<file path="src/rtl/riscv_pkg.sv">
// Shared RV32 pipeline constants: ALU op encodings, operand-select encodings, default XLEN.
// Latency: n/a (package only).
// Backpressure: n/a (package only).
package riscv_pkg;

    localparam int XLEN = 32;

    // ALU operation encodings carried from decode to execute.
    localparam logic [3:0] ALU_ADD  = 4'b0000;
    localparam logic [3:0] ALU_SUB  = 4'b0001;
    localparam logic [3:0] ALU_AND  = 4'b0010;
    localparam logic [3:0] ALU_OR   = 4'b0011;
    localparam logic [3:0] ALU_SLL  = 4'b0100;
    localparam logic [3:0] ALU_SLT  = 4'b0110;
    localparam logic [3:0] ALU_SLTU = 4'b0111;
    localparam logic [3:0] ALU_XOR  = 4'b1000;
    localparam logic [3:0] ALU_SRL  = 4'b1010;
    localparam logic [3:0] ALU_SRA  = 4'b1011;

    // Operand A / B source selects.
    localparam logic A_SEL_RS1 = 1'b0;
    localparam logic A_SEL_PC  = 1'b1;
    localparam logic B_SEL_RS2 = 1'b0;
    localparam logic B_SEL_IMM = 1'b1;

    // A later-stage write targets this source register. x0 is hardwired
    // zero, so a write "to x0" must never be treated as a producer.
    function automatic logic fwd_hit(
        input logic       reg_write,
        input logic [4:0] rd,
        input logic [4:0] addr
    );
        return reg_write && (rd != 5'd0) && (rd == addr);
    endfunction

endpackage

</file>
<file path="src/rtl/fwd_mux.sv">
// Operand forwarding select: EX/MEM result, else MEM/WB result, else the stored register value.
// Latency: purely combinational, zero cycles.
// Backpressure: none; output follows inputs every cycle.
//
// Ports: addr/stored_data = source register index and value held in ID/EX;
//        exmem_* / memwb_* = the two forwarding producers; fwd_data = selected operand.
module fwd_mux #(
    parameter int XLEN = 32
) (
    input  logic [4:0]      addr,
    input  logic [XLEN-1:0] stored_data,
    input  logic            exmem_reg_write,
    input  logic [4:0]      exmem_rd,
    input  logic [XLEN-1:0] exmem_result,
    input  logic            memwb_reg_write,
    input  logic [4:0]      memwb_rd,
    input  logic [XLEN-1:0] memwb_result,
    output logic [XLEN-1:0] fwd_data
);
    import riscv_pkg::*;

    // EX/MEM is the younger producer, so it wins over MEM/WB.
    always_comb begin
        fwd_data = stored_data;
        if (fwd_hit(exmem_reg_write, exmem_rd, addr)) begin
            fwd_data = exmem_result;
        end else if (fwd_hit(memwb_reg_write, memwb_rd, addr)) begin
            fwd_data = memwb_result;
        end
    end

endmodule

</file>
<file path="src/rtl/id_ex_stage.sv">
// ID/EX pipeline register with operand forwarding into the ALU operand and store-data paths.
// Latency: one cycle from in_* to outputs; forwarding adds no cycles.
// Backpressure: stall holds contents (refreshing operands from MEM/WB), flush kills; flush > stall > capture.
//
// Ports: in_* = decoded instruction; stall/flush = hazard control;
//        exmem_* / memwb_* = forwarding sources; ex_valid, alu_a, alu_b, alu_control,
//        ex_rd, ex_reg_write, ex_store_data = execute-stage view of the held instruction.
module id_ex_stage #(
    parameter int XLEN = riscv_pkg::XLEN
) (
    input  logic            clk,
    input  logic            rst_n,
    input  logic            in_valid,
    input  logic            stall,
    input  logic            flush,
    input  logic [XLEN-1:0] in_pc,
    input  logic [XLEN-1:0] in_rs1_data,
    input  logic [XLEN-1:0] in_rs2_data,
    input  logic [XLEN-1:0] in_imm,
    input  logic [4:0]      in_rs1_addr,
    input  logic [4:0]      in_rs2_addr,
    input  logic [4:0]      in_rd_addr,
    input  logic [3:0]      in_alu_control,
    input  logic            in_a_sel,
    input  logic            in_b_sel,
    input  logic            in_reg_write,
    input  logic            exmem_reg_write,
    input  logic [4:0]      exmem_rd,
    input  logic [XLEN-1:0] exmem_result,
    input  logic            memwb_reg_write,
    input  logic [4:0]      memwb_rd,
    input  logic [XLEN-1:0] memwb_result,
    output logic            ex_valid,
    output logic [XLEN-1:0] alu_a,
    output logic [XLEN-1:0] alu_b,
    output logic [3:0]      alu_control,
    output logic [4:0]      ex_rd,
    output logic            ex_reg_write,
    output logic [XLEN-1:0] ex_store_data
);
    import riscv_pkg::*;

    logic            valid_q,       valid_d;
    logic [XLEN-1:0] pc_q,          pc_d;
    logic [XLEN-1:0] rs1_data_q,    rs1_data_d;
    logic [XLEN-1:0] rs2_data_q,    rs2_data_d;
    logic [XLEN-1:0] imm_q,         imm_d;
    logic [4:0]      rs1_addr_q,    rs1_addr_d;
    logic [4:0]      rs2_addr_q,    rs2_addr_d;
    logic [4:0]      rd_q,          rd_d;
    logic [3:0]      alu_control_q, alu_control_d;
    logic            a_sel_q,       a_sel_d;
    logic            b_sel_q,       b_sel_d;
    logic            reg_write_q,   reg_write_d;

    logic [XLEN-1:0] rs1_fwd;
    logic [XLEN-1:0] rs2_fwd;

    always_comb begin
        valid_d       = valid_q;
        pc_d          = pc_q;
        rs1_data_d    = rs1_data_q;
        rs2_data_d    = rs2_data_q;
        imm_d         = imm_q;
        rs1_addr_d    = rs1_addr_q;
        rs2_addr_d    = rs2_addr_q;
        rd_d          = rd_q;
        alu_control_d = alu_control_q;
        a_sel_d       = a_sel_q;
        b_sel_d       = b_sel_q;
        reg_write_d   = reg_write_q;

        if (flush) begin
            // Only the qualifiers need clearing; the rest is dead data.
            valid_d     = 1'b0;
            reg_write_d = 1'b0;
        end else if (stall) begin
            // The MEM/WB producer retires while we wait; once it is gone no
            // forwarding path can supply it, so absorb its result now.
            if (fwd_hit(memwb_reg_write, memwb_rd, rs1_addr_q)) begin
                rs1_data_d = memwb_result;
            end
            if (fwd_hit(memwb_reg_write, memwb_rd, rs2_addr_q)) begin
                rs2_data_d = memwb_result;
            end
        end else begin
            valid_d       = in_valid;
            pc_d          = in_pc;
            rs1_data_d    = in_rs1_data;
            rs2_data_d    = in_rs2_data;
            imm_d         = in_imm;
            rs1_addr_d    = in_rs1_addr;
            rs2_addr_d    = in_rs2_addr;
            rd_d          = in_rd_addr;
            alu_control_d = in_alu_control;
            a_sel_d       = in_a_sel;
            b_sel_d       = in_b_sel;
            reg_write_d   = in_reg_write;
        end
    end

    always_ff @(posedge clk or negedge rst_n) begin
        if (!rst_n) begin
            valid_q       <= 1'b0;
            pc_q          <= '0;
            rs1_data_q    <= '0;
            rs2_data_q    <= '0;
            imm_q         <= '0;
            rs1_addr_q    <= 5'd0;
            rs2_addr_q    <= 5'd0;
            rd_q          <= 5'd0;
            alu_control_q <= ALU_ADD;
            a_sel_q       <= A_SEL_RS1;
            b_sel_q       <= B_SEL_RS2;
            reg_write_q   <= 1'b0;
        end else begin
            valid_q       <= valid_d;
            pc_q          <= pc_d;
            rs1_data_q    <= rs1_data_d;
            rs2_data_q    <= rs2_data_d;
            imm_q         <= imm_d;
            rs1_addr_q    <= rs1_addr_d;
            rs2_addr_q    <= rs2_addr_d;
            rd_q          <= rd_d;
            alu_control_q <= alu_control_d;
            a_sel_q       <= a_sel_d;
            b_sel_q       <= b_sel_d;
            reg_write_q   <= reg_write_d;
        end
    end

    fwd_mux #(.XLEN(XLEN)) u_fwd_rs1 (
        .addr            (rs1_addr_q),
        .stored_data     (rs1_data_q),
        .exmem_reg_write (exmem_reg_write),
        .exmem_rd        (exmem_rd),
        .exmem_result    (exmem_result),
        .memwb_reg_write (memwb_reg_write),
        .memwb_rd        (memwb_rd),
        .memwb_result    (memwb_result),
        .fwd_data        (rs1_fwd)
    );

    fwd_mux #(.XLEN(XLEN)) u_fwd_rs2 (
        .addr            (rs2_addr_q),
        .stored_data     (rs2_data_q),
        .exmem_reg_write (exmem_reg_write),
        .exmem_rd        (exmem_rd),
        .exmem_result    (exmem_result),
        .memwb_reg_write (memwb_reg_write),
        .memwb_rd        (memwb_rd),
        .memwb_result    (memwb_result),
        .fwd_data        (rs2_fwd)
    );

    assign ex_valid      = valid_q;
    assign alu_a         = (a_sel_q == A_SEL_PC)  ? pc_q  : rs1_fwd;
    assign alu_b         = (b_sel_q == B_SEL_IMM) ? imm_q : rs2_fwd;
    assign alu_control   = alu_control_q;
    assign ex_rd         = rd_q;
    // Store data is always the register operand, even when B takes the immediate.
    assign ex_store_data = rs2_fwd;
    assign ex_reg_write  = reg_write_q & valid_q;

endmodule

</file>
<file path="config.mk">
export PLATFORM = sky130hd
export DESIGN_NAME = id_ex_stage
export DESIGN_NICKNAME = d
export VERILOG_FILES = /design/src/rtl/riscv_pkg.sv /design/src/rtl/fwd_mux.sv /design/src/rtl/id_ex_stage.sv
export SDC_FILE = /design/constraint.sdc
export NUM_CORES = 1
export LEC_CHECK = 0
export CAP_MARGIN = 40
export CORE_UTILIZATION = 40
export DETAILED_ROUTE_END_ITERATION = 10
export GPL_ROUTABILITY_DRIVEN = 0
export PLACE_DENSITY = 0.82
export SETUP_SLACK_MARGIN = 0.1
export SYNTH_ARGS = -nofsm -noshare
export SYNTH_HDL_FRONTEND = slang
export SYNTH_SLANG_ARGS = --single-unit
</file>
<file path="constraint.sdc">
create_clock -name clk -period 2.6 [get_ports clk]
set_input_delay 0.52 -clock clk [delete_from_list [all_inputs] [get_ports clk]]
set_output_delay 0.52 -clock clk [all_outputs]
set_load 0.05 [all_outputs]
</file>
==> run summary <==
synth unique cells: 42
post-DR wirelength/cell: 25.3 µm
vias per cell: 6.02
Fill cells: 1281
Net Count, Synth: 1255
H-tree depth: 4
Overall Global Routing Usage: 36.0%
flops & latches, synth: 151
Max clock buf depth: 2
failing checks: negative setup slack
logic gate share of total power: 52.3%
largest net degree at the start of global routing: 87
Routed Antenna Nets: 0
CTS Buf Count: 17
Synth area leader: dfrtp_1
Port-buffer cells: 337
Max Transition Viols Final: 0
crit-path max FO: 30
NetSw: 0.00482 W
Main synth FF type: dfrtp_1
dpl cells: 1715
die area: 25000 µm²
CTS Sinks: 151
Final setup viols: 96
kind of critical path: register to output port
Worst setup EP type: output port
number of synthesized flops with an enable pin: 0
Req. time, crit path: 2080 ps
Slowest-stage cell, CP: dfrtp_2
Slew headroom: 61.9%
initial antenna violation count: 5
Flop pwr share: 24.9%
Yosys Warn Count: 0
CTS clk-pin slew, worst paths: 80 ps
DR vias: 11.0k
RSZ-0062 raised after global routing: true
sequential share of the synthesized area: 38.8%
vias in the first global route: 11.7k
pwr/cell area: 624 nW/µm²
share of layout cells above drive strength 1: 48.5%
HP Class: primary input to async pin
Mapped Cells: 1024
synth top area cells: dfrtp_1 39%, mux2_2 13%, o31ai_1 6.8%
most frequent cells in the layout: 228 x clkdlybuf4s50_1, 146 x dfrtp_1, 122 x buf_4, 85 x mux2_2, 70 x buf_12
clk root buf: clkbuf_16
critical path's largest stage delay: 470 ps
global-route wire length before repair: 67100 µm
critical path, cell by cell: xnor2_2, nand3_2, buf_12, buf_4, o31ai_2, a31oi_4, mux2_4, buf_6
Final period util: 120%
latest clock arrival within the worst-skew pair: 440 ps
Final TNS setup: -41270 ps
hold_ws: 25.2 ps
Initial Util: 41.1%
Final nets: 1719
Synth async-reset ratio: 100%
Lkg Pwr: 7.41 nW
Chip Width: 158 µm
initial DRC count: 756
Initial DRT Pass Iterations: 6
Layout Skew: 14.7 ps
row count: 56
final worst path period need: 3120 ps
grt ovf: 0
Worst Tran Pin Value: 571 ps
FF/Latch Area: 3790 µm²
share of the synthesized area in the top cell type: 38.8%
Final WS setup: -525 ps
worst path arrival time: 2600 ps
final core utilization: 79.7%
synthesized area per cell: 9.50 µm²
area growth from synthesis to layout: 94.0%
# DRC: 0
final wirelength: 46300 µm
Critical Path Start Type: register
height of the die: 158 µm
TritonCTS clock tree: built
max cap viols: 0
Detailed Place HPWL: 26900 µm
FMAX: 0.320 GHz
commonest non-fill, non-tap cell in the layout: clkdlybuf4s50_1
multi-input logic area: 7450 µm²
Final Hold Viols: 0
Max VDD drop: 0.357 mV
non-filler cells, final: 1825
power share of the clock group: 22.8%
total core area: 23700 µm²
switch share: 40.9%
Pint: 0.00697 W
Post-Syn Area: 9730 µm²
IO Pins: 338
status: finished, violations left
-- repair_timing --
action	in CTS	in global routing
hold buffers	0	0
pin swaps	59	38
setup buffers	50	14
gates cloned	14	0
resized for setup	321	76
setup endpoints to repair	96	96
-- final cells by class --
| cell class | instances | area share (%) |
|---|---|---|
| Sequential cell | 151 | 20.1 |
| Clock buffer | 17 | 2.25 |
| Tap cell | 319 | 2.11 |
| Multi-Input combinational cell | 707 | 39.4 |
| Clock inverter | 15 | 0.948 |
| Inverter | 67 | 1.33 |
| Timing Repair Buffer | 544 | 33.8 |
| Antenna cell | 5 | 0.0663 |
-- Yosys cell counts (2+ instances only) --
library cell,number
or4_1,32
nor3b_1,31
mux2_2,115
or4_4,2
buf_4,2
o21ai_0,2
a31oi_1,32
nand4_1,2
mux2i_1,4
buf_1,2
dfrtp_1,151
a22o_1,2
nor2_1,71
a31oi_2,24
clkbuf_1,76
nand2_1,66
o31ai_1,88
a31oi_4,6
a211oi_1,64
and2_1,23
xor2_1,5
buf_2,6
buf_12,3
xnor2_1,15
nor3_1,34
and2_0,8
a21oi_1,33
inv_1,67
o21ai_1,30
buf_6,10
o31ai_2,6
o211ai_1,2
-- flip-flops by register name, summed over array words and instances (netlist names) --
| signal | cells |
|---|---|
| ex_valid | 1 |
| rs1_data_q | 32 |
| alu_control | 4 |
| reg_write_q | 1 |
| imm_q | 32 |
| ex_rd | 5 |
| rs2_data_q | 32 |
| pc_q | 32 |
| rs1_addr_q | 5 |
| a_sel_q | 1 |
| rs2_addr_q | 5 |
| b_sel_q | 1 |
-- path summary, 6_finish.rpt --
kind	start	endpoint	slack (ps)	cells after the start
worst max register to register	rs1_addr_q[0]	rs1_data_q[1]	320	10
min in group clk	rs1_data_q[24]	rs1_data_q[24]	480	2
worst max-delay path	rs2_addr_q[1]	alu_b[24]	-520	8
max in group asynchronous	rst_n	b_sel_q	1730	2
worst min-delay path	rst_n	ex_rd[2]	30	1
worst min register to register	rs1_data_q[24]	rs1_data_q[24]	480	2
-- layer usage --
metal  share of wire [%]  wire length, µm  vias up  global-route usage [%]
met4                 5.2             2390        0                    20.7
met5                   0                0        -                       0
met1                  36            16700     5493                    41.4
met3                 7.9             3660      186                    8.27
met2                  51            23500      652                    61.4
li1                    -                -     4663                       -
-- per-stage QoR --
stage,total power (W),instance area [µm²],worst slack (ps)
floorplan,0.00608,11000,-337
global placement,0.00805,15700,-736
detailed placement,0.00814,15700,-784
CTS,0.0115,18400,-471
global route,0.0121,18900,-641
finish,0.0118,18900,-525
-- critical path: cells and delay by family, from the launching register on --
family	cells	cell delay (ps)
AOI/OAI and AO/OA	2	520
DFF	1	470
muxes	1	300
xor gates and xnor gates	1	180
and+or+nand+nor	1	150
buffers and inverters	3	530
-- power groups by stage --
stage               logic, W  registers, W  clock network (W)
floorplan            0.00314       0.00294                  0
CTS                  0.00589       0.00290            0.00269
global placement     0.00513       0.00292                  0
global route         0.00638       0.00297            0.00279
finish               0.00616       0.00294            0.00268
detailed placement   0.00520       0.00294                  0
-- logic make-up (layout without fill, tap and decap cells) --
| group | count (synthesis) | in the layout | share of synthesized area [%] |
|---|---|---|---|
| AO/OA/AOI/OAI | 293 | 293 | 23.2 |
| AND/OR/NAND/NOR | 275 | 275 | 14.7 |
| buffers and inverters | 166 | 643 | 7.83 |
| flip-flops | 151 | 151 | 38.8 |
| multiplexers | 119 | 119 | 13.7 |
| XOR/XNOR | 20 | 20 | 1.80 |
| other | 0 | 5 | 0 |
Power figures use the tool's default switching activity.
